`src/rtl/spi_ctrl_pkg.sv`:
```
`default_nettype none
// ============================================================================
// Module      : spi_ctrl_pkg
// Description : Shared types and mode constants for the SPI master slave-select
//               and frame-timing control logic.
// Revision    : 1.0 - initial release
// ============================================================================
package spi_ctrl_pkg;

    typedef enum logic [1:0] {
        ST_IDLE  = 2'd0,
        ST_SETUP = 2'd1,
        ST_XFER  = 2'd2,
        ST_HOLD  = 2'd3
    } state_t;

    localparam logic [1:0] SPI_RUN  = 2'b00;
    localparam logic [1:0] SPI_WAIT = 2'b01;

endpackage
`default_nettype wire

```
`src/rtl/spi_frame_timer.sv`:
```
`default_nettype none
// ============================================================================
// Module      : spi_frame_timer
// Description : Clearable up-counter that flags when it reaches a terminal value.
// Revision    : 1.0 - initial release
// ============================================================================
module spi_frame_timer #(
    parameter int CNT_W = 18
) (
    input  logic             clk,
    input  logic             rst,
    input  logic             i_clr,
    input  logic             i_run,
    input  logic [CNT_W-1:0] i_term,
    output logic             o_terminal
);

    logic [CNT_W-1:0] r_cnt;

    always_ff @(posedge clk or posedge rst) begin
        if (rst) begin
            r_cnt <= '0;
        end else if (i_clr) begin
            r_cnt <= '0;
        end else if (i_run) begin
            r_cnt <= r_cnt + 1'b1;
        end
    end

    assign o_terminal = (r_cnt == i_term);

endmodule
`default_nettype wire

```
`src/rtl/spi_multi_ss_frame_ctrl.sv`:
```
`default_nettype none
// ============================================================================
// Module      : spi_multi_ss_frame_ctrl
// Description : Master-side multi slave-select and frame-timing controller with
//               SS setup/hold guard cycles and frame-complete pulse.
// Revision    : 1.0 - initial release
// ============================================================================
module spi_multi_ss_frame_ctrl
    import spi_ctrl_pkg::*;
#(
    parameter int  NUM_SS    = 4,
    parameter int  BRD_W     = 12,
    parameter int  MAX_FRAME = 16,
    parameter int  SETUP_CYC = 1,
    parameter int  HOLD_CYC  = 1,
    localparam int SEL_W     = (NUM_SS > 1) ? $clog2(NUM_SS) : 1,
    localparam int FB_W      = $clog2(MAX_FRAME) + 1,
    localparam int CNT_W     = BRD_W + $clog2(MAX_FRAME) + 2
) (
    input  logic              PCLK,
    input  logic              PRESET,
    input  logic              mstr,
    input  logic              spiswai,
    input  logic [1:0]        spi_mode,
    input  logic              send_data,
    input  logic [SEL_W-1:0]  ss_sel,
    input  logic [FB_W-1:0]   frame_bits,
    input  logic [BRD_W-1:0]  baudratedivisor,
    output logic [NUM_SS-1:0] ss_n,
    output logic              tip,
    output logic              receive_data,
    output logic              req_err
);

    state_t             r_state;
    state_t             w_state_nxt;
    logic [SEL_W-1:0]   r_sel;
    logic [FB_W-1:0]    r_bits;
    logic [BRD_W-1:0]   r_brd;
    logic [NUM_SS-1:0]  r_ss_n;
    logic               r_rx;
    logic               r_err;

    logic               w_enable;
    logic               w_illegal;
    logic               w_accept;
    logic               w_rx_nxt;
    logic               w_err_nxt;
    logic               w_clr;
    logic               w_terminal;
    logic [CNT_W-1:0]   w_xfer_len;
    logic [CNT_W-1:0]   w_term;
    logic [SEL_W-1:0]   w_sel_nxt;
    logic [NUM_SS-1:0]  w_ss_n_nxt;

    assign w_enable  = mstr && !spiswai && ((spi_mode == SPI_RUN) || (spi_mode == SPI_WAIT));
    assign w_illegal = (32'(ss_sel) >= NUM_SS) || (frame_bits == '0) ||
                       (32'(frame_bits) > MAX_FRAME) || (baudratedivisor == '0);

    // Two PCLK edges per bit, brd cycles per half-period, from the latched operands.
    assign w_xfer_len = (CNT_W'(r_brd) * CNT_W'(r_bits)) << 1;

    always_comb begin
        w_state_nxt = r_state;
        w_accept    = 1'b0;
        w_rx_nxt    = 1'b0;
        w_err_nxt   = 1'b0;
        case (r_state)
            ST_IDLE: begin
                if (w_enable && send_data) begin
                    if (w_illegal) begin
                        w_err_nxt = 1'b1;
                    end else begin
                        w_accept    = 1'b1;
                        w_state_nxt = (SETUP_CYC > 0) ? ST_SETUP : ST_XFER;
                    end
                end
            end
            ST_SETUP: begin
                if (!w_enable) begin
                    w_state_nxt = ST_IDLE;
                end else if (w_terminal) begin
                    w_state_nxt = ST_XFER;
                end
            end
            ST_XFER: begin
                if (!w_enable) begin
                    w_state_nxt = ST_IDLE;
                end else if (w_terminal) begin
                    w_rx_nxt    = 1'b1;
                    w_state_nxt = (HOLD_CYC > 0) ? ST_HOLD : ST_IDLE;
                end
            end
            ST_HOLD: begin
                if (!w_enable || w_terminal) begin
                    w_state_nxt = ST_IDLE;
                end
            end
            default: w_state_nxt = ST_IDLE;
        endcase
    end

    always_comb begin
        w_term = '0;
        case (r_state)
            ST_SETUP: w_term = CNT_W'((SETUP_CYC > 0) ? SETUP_CYC - 1 : 0);
            ST_XFER:  w_term = w_xfer_len - 1'b1;
            ST_HOLD:  w_term = CNT_W'((HOLD_CYC > 0) ? HOLD_CYC - 1 : 0);
            default:  w_term = '0;
        endcase
    end

    // Every phase starts counting from zero; the counter idles at zero.
    assign w_clr      = (w_state_nxt != r_state) || (r_state == ST_IDLE);
    assign w_sel_nxt  = w_accept ? ss_sel : r_sel;
    assign w_ss_n_nxt = (w_state_nxt == ST_IDLE) ? {NUM_SS{1'b1}}
                                                 : ~(NUM_SS'(1) << w_sel_nxt);

    spi_frame_timer #(
        .CNT_W (CNT_W)
    ) u_timer (
        .clk        (PCLK),
        .rst        (PRESET),
        .i_clr      (w_clr),
        .i_run      (1'b1),
        .i_term     (w_term),
        .o_terminal (w_terminal)
    );

    always_ff @(posedge PCLK or posedge PRESET) begin
        if (PRESET) begin
            r_state <= ST_IDLE;
            r_sel   <= '0;
            r_bits  <= '0;
            r_brd   <= '0;
            r_ss_n  <= {NUM_SS{1'b1}};
            r_rx    <= 1'b0;
            r_err   <= 1'b0;
        end else begin
            r_state <= w_state_nxt;
            r_ss_n  <= w_ss_n_nxt;
            r_rx    <= w_rx_nxt;
            r_err   <= w_err_nxt;
            if (w_accept) begin
                r_sel  <= ss_sel;
                r_bits <= frame_bits;
                r_brd  <= baudratedivisor;
            end
        end
    end

    assign ss_n         = r_ss_n;
    assign tip          = ~(&r_ss_n);
    assign receive_data = r_rx;
    assign req_err      = r_err;

endmodule
`default_nettype wire

```
`config.mk`:
```
export PLATFORM = sky130hd
export DESIGN_NAME = spi_multi_ss_frame_ctrl
export DESIGN_NICKNAME = d
export VERILOG_FILES = /design/src/rtl/spi_ctrl_pkg.sv /design/src/rtl/spi_frame_timer.sv /design/src/rtl/spi_multi_ss_frame_ctrl.sv
export SDC_FILE = /design/constraint.sdc
export NUM_CORES = 1
export LEC_CHECK = 0
export CAP_MARGIN = 20
export CORE_AREA = 5 5 113 115
export CTS_BUF_LIST = sky130_fd_sc_hd__clkbuf_8
export DETAILED_ROUTE_END_ITERATION = 8
export DIE_AREA = 0 0 118 120
export PLACE_DENSITY = 0.67
export REMOVE_ABC_BUFFERS = 1
export SYNTH_ARGS = -nofsm -noshare
export SYNTH_HDL_FRONTEND = slang
export SYNTH_SLANG_ARGS = --single-unit
```
`constraint.sdc`:
```
create_clock -name PCLK -period 15.95 [get_ports PCLK]
set_clock_uncertainty 0.2 [all_clocks]
set_input_delay 3.19 -clock PCLK [delete_from_list [all_inputs] [get_ports PCLK]]
set_output_delay 3.19 -clock PCLK [all_outputs]
set_load 0.05 [all_outputs]
```
After elaboration in Yosys (flattened, before gate mapping)
Index checks and enable logic that the tools add are counted.
{"block": "classes", "eq_ne": 6, "add_sub_neg": 2, "reduce_logical": 16, "n_shift": 1, "bitwise": 2, "order_cmp": 1, "mul": 1, "muxes": 21}
{"cell": "2-to-1 mux 18 bit", "n": 2}
{"cell": "adder 18 x 1 -> 18 bit, second input constant", "n": 1}
{"cell": "== test 18 bit", "n": 1}
{"cell": "subtractor 18 x 1 -> 18 bit, second input constant", "n": 1}
{"cell": "multiplier 12 x 5 -> 17 bit", "n": 1}
{"cell": "2-to-1 mux 2 bit", "n": 8}
{"cell": "zero test 12 bit", "n": 1}
{"cell": "2-to-1 mux 1 bit", "n": 9}
{"cell": "one-hot mux 2 bit (4 select lines)", "n": 1}
{"cell": "zero test 2 bit", "n": 3}
{"cell": "> comparator 5 bit, second input constant", "n": 1}
{"cell": "zero test 5 bit", "n": 1}
{"cell": "logical OR 1 bit", "n": 5}
{"cell": "== test 2 x 1 -> 1 bit, second input constant", "n": 2}
{"cell": "== test 2 bit, second input constant", "n": 2}
{"cell": "2-to-1 mux 4 bit", "n": 1}
{"cell": "inverter 4 bit", "n": 1}
{"cell": "AND reduction 4 bit", "n": 1}
{"cell": "left shift 1 x 2 -> 4 bit, first input constant", "n": 1}
{"cell": "logical AND 1 bit", "n": 3}
{"cell": "zero test 1 bit", "n": 2}
{"cell": "!= test 2 bit", "n": 1}
{"cell": "inverter 1 bit", "n": 1}
{"block": "word_totals", "reg_bits": 45, "elab_cells": 58, "inputBits": 26}

Logic depth before layout (Yosys ltp)
Gate-level depths: netlist (run 1).
{"block": "depth", "ltp_word": 10, "depth_mapped": 21, "mapped_depth_nobuf": 18}

Modules after synthesis
Synthesis (run 1) repeated with hierarchy kept, for this count alone.
{"block": "unflattened", "hier_cells": 520, "hier_area_um2": 4700.8}
{"mod": "spi_multi_ss_frame_ctrl", "area_each_um2": 3611.0, "n_inst": 1, "seq_area_each_um2": 680.7, "cells_per_inst": 407}
{"mod": "spi_frame_timer", "area_each_um2": 1089.8, "n_inst": 1, "seq_area_each_um2": 450.4, "cells_per_inst": 113}

Worst setup path after synthesis (run 1)
Ideal clock, no wire load.
{"block": "synth_path", "kind": "reg2reg", "start": "register r_bits[4]", "end": "register u_timer.r_cnt[15]", "stages_incl_launch_ff": 21, "setup_slack_ns": 10.258, "setup_time_ns": 0.069, "period_less_slack_ns": 5.692, "arrival_time_ns": 5.423, "path_cell_list": "dfrtp_1 clkbuf_1 nand2_1 fa_1 inv_1 fa_1 fa_1 ha_1 a21o_1 or2_0 o21ai_0 xor2_1 nand3_1 nor4bb_1 mux2i_1 o31ai_1 or4b_4 a31o_1 buf_6 buf_12 nor2_4"}
{"block": "synth_between", "elab_chain_len": 10}
{"item": "start, declared", "line": "spi_multi_ss_frame_ctrl.sv:38", "rtl": "logic [FB_W-1:0] r_bits;"}
{"item": "start signal, assigned", "line": "spi_multi_ss_frame_ctrl.sv:146", "rtl": "r_bits <= frame_bits;"}
{"item": "multiplier 12 x 5 -> 17 bit (*)", "line": "spi_multi_ss_frame_ctrl.sv:61", "rtl": "assign w_xfer_len = (CNT_W'(r_brd) * CNT_W'(r_bits)) << 1;"}
{"item": "subtractor 18 x 1 -> 18 bit (*)", "line": "spi_multi_ss_frame_ctrl.sv:107", "rtl": "ST_XFER: w_term = w_xfer_len - 1'b1;"}
{"item": "2-to-1 mux 18 bit (*)", "line": "spi_multi_ss_frame_ctrl.sv:105", "rtl": "case (r_state)"}
{"item": "== test 18 bit (*)", "line": "spi_frame_timer.sv:30", "rtl": "assign o_terminal = (r_cnt == i_term);"}
{"item": "2-to-1 mux 2 bit (tied with other cells)", "line": "spi_multi_ss_frame_ctrl.sv:89", "rtl": "end else if (w_terminal) begin"}
{"item": "2-to-1 mux 2 bit (on tied branches)", "line": "spi_multi_ss_frame_ctrl.sv:87, spi_multi_ss_frame_ctrl.sv:80, spi_multi_ss_frame_ctrl.sv:95"}
{"item": "one-hot mux 2 bit (4 select lines) (*)", "line": "spi_multi_ss_frame_ctrl.sv:68", "rtl": "case (r_state)"}
{"item": "!= test 2 bit (*)", "line": "spi_multi_ss_frame_ctrl.sv:114", "rtl": "assign w_clr = (w_state_nxt != r_state) || (r_state == ST_IDLE);"}
{"item": "logical OR 1 bit (*)", "line": "spi_multi_ss_frame_ctrl.sv:114"}
{"item": "2-to-1 mux 18 bit (*)", "line": "spi_frame_timer.sv:23", "rtl": "end else if (i_clr) begin"}
{"item": "end signal, assigned", "line": "spi_frame_timer.sv:26", "rtl": "r_cnt <= r_cnt + 1'b1;"}
{"item": "end, declared", "line": "spi_frame_timer.sv:18", "rtl": "logic [CNT_W-1:0] r_cnt;"}
Every way passes the cells marked *; elsewhere a longest branch is shown, timed or not.
A chain may end at the register's enable or synchronous reset.

Final worst setup path (run 1)
{"block": "layout_path", "start": "register r_bits[4]", "end": "register u_timer.r_cnt[7]"}
The elaborated chain is that of the path after synthesis.

==> results_dict.tcl, run 1 <==
set metrics [dict create \
    relSlewSlack 0.530 \
    critPathMostFrequentCell "fa_1" \
    drt-met1-wl_um 4240 \
    critPathKind "register to register" \
    async_flop_share 1.00 \
    drt_iter0_drc 153 \
    required_ps 15950 \
    wl_um 9380 \
    hold_class "register to register" \
    setup_viol 0 \
    routedWlPerCell_um 14.1 \
    synth.top_cell.area_share 0.224 \
    intPower_mw 0.403 \
    end_kind "register" \
    area_growth_pct 12.4 \
    cts.htree.levels 2 \
    cap_violations 0 \
    met2_length_um 4670 \
    synth.area.top_cells "dfrtp_1 (22%), fa_1 (13%), ha_1 (7.4%), xor2_1 (5.0%), nand2_1 (4.5%)" \
    fin_ws_ps 9730 \
    dieArea_mm2 0.0142 \
    ys_types 69 \
    pin_count 33 \
    critPathMaxFanout 14 \
    netlist_area_mm2 0.00458 \
    post-route-period-util 0.390 \
    synth_edf_count 0 \
    worstSetupStartpointType "register" \
    grt.overflow.total 0 \
    power.switching_mw 0.423 \
    initial_core_util 0.391 \
    tightest_slew_ps 704 \
    clk_pin_slew_ps 90 \
    synth_most_common_cell "nand2_1" \
    cts_max_path_buffers 2 \
    rows 40 \
    grt_max_degree 46 \
    ir_worst_vdd_v 0.0000734 \
    clkLatencyLatePin_ps 310 \
    cp_slowest_cell "dfrtp_1" \
    final-instance-count-excl-fill 663 \
    placedCellCount 653 \
    clock_sinks 45 \
    worst-endpoint-arrival_ps 6210 \
    leakagePower_nw 2.24 \
    share_comb_of_total_power 0.720 \
    max_freq_mhz 161 \
    yosysWarnings 0 \
    min_period_ps 6220 \
    ctsHoldBuffers 0 \
    rsz0062_at_grt "false" \
    synth_seq_cells 45 \
    wl_met3_um 354 \
    track_usage 0.139 \
    chipWidth_um 118 \
    clkPwrFrac 0.094 \
    die_h_um 120 \
    ys.flop_type "dfrtp_1" \
    grt_first_pass_wirelength_um 16900 \
    io_buffers 31 \
    hpwl_um 7480 \
    hold_viol_final 0 \
    pre_cts_ws_ps 9200 \
    synthCells 487 \
    drive_gt1_frac 0.103 \
    seqPwrFrac 0.186 \
    drc 0 \
    insertedDiodeCount 0 \
    gp_congestion 0.812 \
    crit_path_cell_trace "nand2_1 -> fa_1 -> fa_1 -> inv_1 -> fa_1 -> ha_1 -> a21o_1 -> or2_0 -> o21ai_0 -> xor2_1 -> nand4_2 -> or4_1 -> a21oi_1 -> xor2_1 -> nor3_2 -> a31o_1 -> buf_16 -> nor2_1" \
    synth_top_area_cell "dfrtp_1" \
    ys_seq_area_frac 0.247 \
    ctsResizeCount 0 \
    cts_root_buf "clkbuf_8" \
    p_per_area_mw_per_mm2 161 \
    first_global_vias 3620 \
    postRouteAntennaNets 0 \
    post_cts_buffers 0 \
    setup-tns-final_ps 0 \
    cts_buffers 5 \
    synth_area_per_cell_um2 9.40 \
    fill_cells 1149 \
    status "finished, final reports clean" \
    cpPeakStageDelay_ps 590 \
    vias 3565 \
    fp.coreArea_mm2 0.0117 \
    synth_common_cells "nand2_1 (55), dfrtp_1 (41), inv_1 (33)" \
    avgViaCountPerCell 5.38 \
    drv_slew 0 \
    layout.nets 598 \
    dr.max_layer_used "met4" \
    swShare 0.512 \
    antenna_found_initial 0 \
    cts_tree "yes" \
    first_pass_iters 4 \
]
-- critical path, delay by kind of cell, from the launching register on --
kind	cells	cell delay [ps]
fa+ha+maj	4	1950
simple gates	6	1600
compound gates	4	1010
flops	1	590
xor+xnor	2	460
buf+inv	2	270
-- final timing paths --
kind	start	end	slack, ps	cells after the start
hold / removal	r_sel[0]	r_sel[0]	360	2
hold reg to reg	r_sel[0]	r_sel[0]	360	2
setup reg to reg	r_bits[4]	u_timer.r_cnt[7]	9730	18
min in group asynchronous	PRESET	u_timer.r_cnt[1]	3110	3
setup / recovery	r_bits[4]	u_timer.r_cnt[7]	9730	18
max in group asynchronous	PRESET	r_brd[6]	12040	3
-- cell usage in the layout (no fill, tap or decap), types with 3 or more instances in the layout --
cell type,instances
and2_1,31
nand2b_1,9
xnor2_1,15
ha_1,27
clkdlybuf4s50_1,31
nor3_1,10
o21ai_0,10
or4_1,3
nor2_1,30
nand3_1,13
fa_1,30
mux2_2,17
nand2_1,55
a21oi_1,11
mux2i_1,7
nor4_1,6
and3_1,8
inv_1,32
nand4_1,10
nor2b_1,4
a31oi_1,5
dfrtp_1,41
a21o_1,5
clkbuf_8,6
xor2_1,26
nor2_4,8
nor3b_1,3
dfstp_2,4
-- per-stage QoR --
stage                     utilization  instance area [µm²]  total power [mW]  hold WS [ps]
after floorplan                     -                 4500             0.630           309
after global placement          0.427                 5000             0.731           333
after detailed placement        0.427                 5000             0.742           339
after CTS                       0.436                 5100             0.829           361
after global routing            0.439                 5140             0.925           413
final                           0.439                 5140             0.826           356
-- state kept, by name, indices dropped and copies added, names as in the netlist --
register,cells
ss_n,4
r_state,2
r_brd,12
req_err,1
u_timer.r_cnt,18
r_bits,5
r_sel,2
receive_data,1
-- metal layers --
layer	vias to the layer above	track usage
li1	1739	-
met1	1766	0.180
met2	49	0.240
met3	11	0.0311
met4	0	0.0258
met5	-	0
-- kinds of logic (layout without fill, tap and decap cells) --
group	after synthesis	after routing	share of synthesized area
muxes	25	25	0.0596
xor gates and xnor gates	43	43	0.0870
adders and majority gates	57	57	0.205
and+or+nand+nor	209	209	0.256
buffers and inverters	46	75	0.0429
DFF	45	45	0.247
AOI/OAI and AO/OA	62	62	0.103
-- cell type report --
class / count / area, µm² / area share
clock buffers: 6 / 82.6 / 0.0161
clock inverters: 2 / 13.8 / 0.00268
inverters: 33 / 124 / 0.0241
multi-input cells: 396 / 3250 / 0.631
flip-flops and latches: 45 / 1130 / 0.220
well taps: 147 / 184 / 0.0358
repair buffers: 34 / 360 / 0.0701
-- power groups by stage --
stage | registers [mW] | logic, mW | clock network [mW]
3_5_place_dp | 0.155 | 0.586 | 0
3_3_place_gp | 0.155 | 0.577 | 0
2_1_floorplan | 0.145 | 0.486 | 0
4_1_cts | 0.153 | 0.597 | 0.0793
6_report | 0.154 | 0.594 | 0.0776
5_1_grt | 0.157 | 0.683 | 0.0847
Note: power is estimated with default switching activity, not from simulation.
==> inputs of run 2 (changes only) <==
Settings changed: PLACE_DENSITY 0.67 to 0.69.
Clock period 15.95 ns to 5.3 ns, I/O delays scaled along.
==> run 2 against run 1 <==
Effect of this change:
- the flow now finishes with violations (negative setup slack)
- highest routed layer unchanged
- cell area increased by 21%
- die area unchanged
- first-iteration DRC count increased by 30%
- sequential power increased to 2.9 times the previous value
- clock power increased to 3.5 times the previous value
- routed wire length increased by 26%
- fmax increased by 9.8%
- critical path depth increased by 2
- count of clock-buffer cells in the layout unchanged
- non-clock buffer count increased by 84
- combinational power increased to 5.4 times the previous value
- largest cell class unchanged
==> results_dict.tcl, run 2 (synthesized netlist as in run 1, its figures left out) <==
set metrics [dict create \
    status "finished, violations left" \
    violations "negative setup slack" \
    initial_core_util 0.391 \
    setup-tns-final_ps -7830 \
    share_comb_of_total_power 0.817 \
    min_period_ps 5660 \
    critPathKind "register to register" \
    cts_buffers 5 \
    drt_iter0_drc 199 \
    routedWlPerCell_um 15.8 \
    rows 40 \
    p_per_area_mw_per_mm2 632 \
    clkPwrFrac 0.070 \
    swShare 0.445 \
    drc 0 \
    most-common-layout-cells "buf_4 (77), nand2_1 (48), dfrtp_1 (37)" \
    fp.coreArea_mm2 0.0117 \
    cap_violations 0 \
    worst-endpoint-arrival_ps 5660 \
    holdCritStartpoint "u_timer.r_cnt[0]" \
    cts_max_path_buffers 2 \
    seqPwrFrac 0.113 \
    gp_congestion 0.806 \
    multi_input_area_mm2 0.00358 \
    worstHoldPathCells 1 \
    antenna_found_initial 0 \
    fin_ws_ps -362 \
    cts_root_buf "clkbuf_8" \
    cts.htree.levels 2 \
    insertedDiodeCount 0 \
    wl_um 11800 \
    clk_pin_slew_ps 90 \
    layout.nets 682 \
    setup_viol 25 \
    cpPeakStageDelay_ps 600 \
    holdPathEnd "u_timer.r_cnt[0]" \
    ctsHoldBuffers 0 \
    relSlewSlack 0.515 \
    crit_path_cell_trace "buf_4 -> nand2_1 -> fa_1 -> inv_2 -> fa_1 -> fa_1 -> ha_4 -> a21o_1 -> or2_1 -> o2111a_1 -> o311a_1 -> buf_6 -> nand2b_4 -> nor4_4 -> xnor2_1 -> mux2_4 -> nor3_4 -> a31o_4 -> clkbuf_16 -> nor2_4" \
    gr-usage-met1 0.194 \
    met3_usage 0.0311 \
    grt_first_pass_wirelength_um 20200 \
    track_usage 0.170 \
    vias 3949 \
    tightest_slew_ps 725 \
    r2r-end "u_timer.r_cnt[16]" \
    die_h_um 120 \
    mostFrequentLayoutCell "buf_4" \
    max_freq_mhz 177 \
    regMostFlops "u_timer.r_cnt" \
    dieArea_mm2 0.0142 \
    grt_max_degree 46 \
    post-route-period-util 1.07 \
    first_global_vias 4319 \
    chipWidth_um 118 \
    critPathMostFrequentCell "fa_1" \
    hold_class "register to register" \
    hold_viol_final 0 \
    end_kind "register" \
    hpwl_um 8240 \
    avgViaCountPerCell 5.29 \
    intPower_mw 2.18 \
    power.switching_mw 1.75 \
    rrSetupSlack_ps -360 \
    clkLatencyLatePin_ps 300 \
    top_regs "u_timer.r_cnt x18, r_brd x12, r_bits x5" \
    clock_sinks 45 \
    worstRegToRegCells 20 \
    drv_slew 0 \
    met2_usage 0.316 \
    io_buffers 31 \
    rsz0062_at_grt "true" \
    grt.overflow.total 0 \
    required_ps 5290 \
    ir_worst_vdd_v 0.000323 \
    largest_reg_flops 18 \
    pin_count 33 \
    crit_family "adder cells" \
    drive_gt1_frac 0.308 \
    cp_slowest_cell "fa_1" \
    postRouteAntennaNets 0 \
    cts_tree "yes" \
    critPathMaxFanout 6 \
    fill_cells 1048 \
    worstSetupStartpointType "register" \
    top_usage_layer "met2" \
    first_pass_iters 4 \
    timing.rr.start "r_bits[4]" \
    total_power_mw 3.93 \
    ff_latch_area_mm2 0.00114 \
    area_growth_pct 35.7 \
    leakagePower_nw 2.74 \
    crit_buf_inv 4 \
]
[run 2: power by group through the flow]
stage	sequential, mW	clock (mW)	combinational, mW
after global routing	0.451	0.299	3.50
after CTS	0.442	0.282	3.00
after global placement	0.446	0	2.41
after floorplan	0.435	0	1.46
final	0.443	0.273	3.21
after detailed placement	0.449	0	2.47
[run 2: layer usage]
metal | wire length (µm) | vias to the layer above | share of wire
li1 | - | 1902 | -
met1 | 4810 | 1942 | 0.41
met2 | 6290 | 80 | 0.53
met3 | 405 | 25 | 0.034
met4 | 301 | 0 | 0.025
met5 | 0 | - | 0
[run 2: cell type report]
cell class | instances | area share
flip-flops and latches | 45 | 0.183
repair buffers | 118 | 0.171
well taps | 147 | 0.0296
clock buffers | 6 | 0.0133
inverters | 33 | 0.0200
multi-input cells | 396 | 0.578
clock inverters | 2 | 0.00544
[run 2: how the worst max path moves through the flow]
stage	end	slack, ps	start	cells past startpoint
4_1_cts	u_timer.r_cnt[4]	-240	r_bits[4]	19
5_1_grt	u_timer.r_cnt[3]	-550	r_bits[4]	21
3_5_place_dp	u_timer.r_cnt[2]	-450	r_bits[4]	18
6_report	u_timer.r_cnt[16]	-360	r_bits[4]	20
3_3_place_gp	r_state[0]	-350	r_bits[4]	19
2_1_floorplan	u_timer.r_cnt[17]	-640	r_bits[4]	17
[run 2: per-stage QoR]
step / util / area (µm²) / worst slack, ps / cells / hold WS (ps)
final: 0.530 / 6210 / -362 / 747 / 375
after floorplan: - / 4500 / -640 / 474 / 309
after global routing: 0.530 / 6210 / -554 / 747 / 392
after global placement: 0.470 / 5510 / -346 / 718 / 329
after CTS: 0.514 / 6020 / -238 / 741 / 367
after detailed placement: 0.470 / 5510 / -448 / 718 / 356
[run 2: timing repair]
action,4_1_cts,5_1_grt
buffers inserted,14,4
gates resized for setup,52,24
pin swaps,37,30
endpoints found under the hold margin,0,0
gates cloned,1,2
setup endpoints to repair,25,25
==> inputs of run 3 (changes only) <==
Settings changed: ABC_CLOCK_PERIOD_IN_PS from default to 5300.
==> results of run 3 <==
Same layout as run 2: the final DEF is identical, and so are final timing and power.
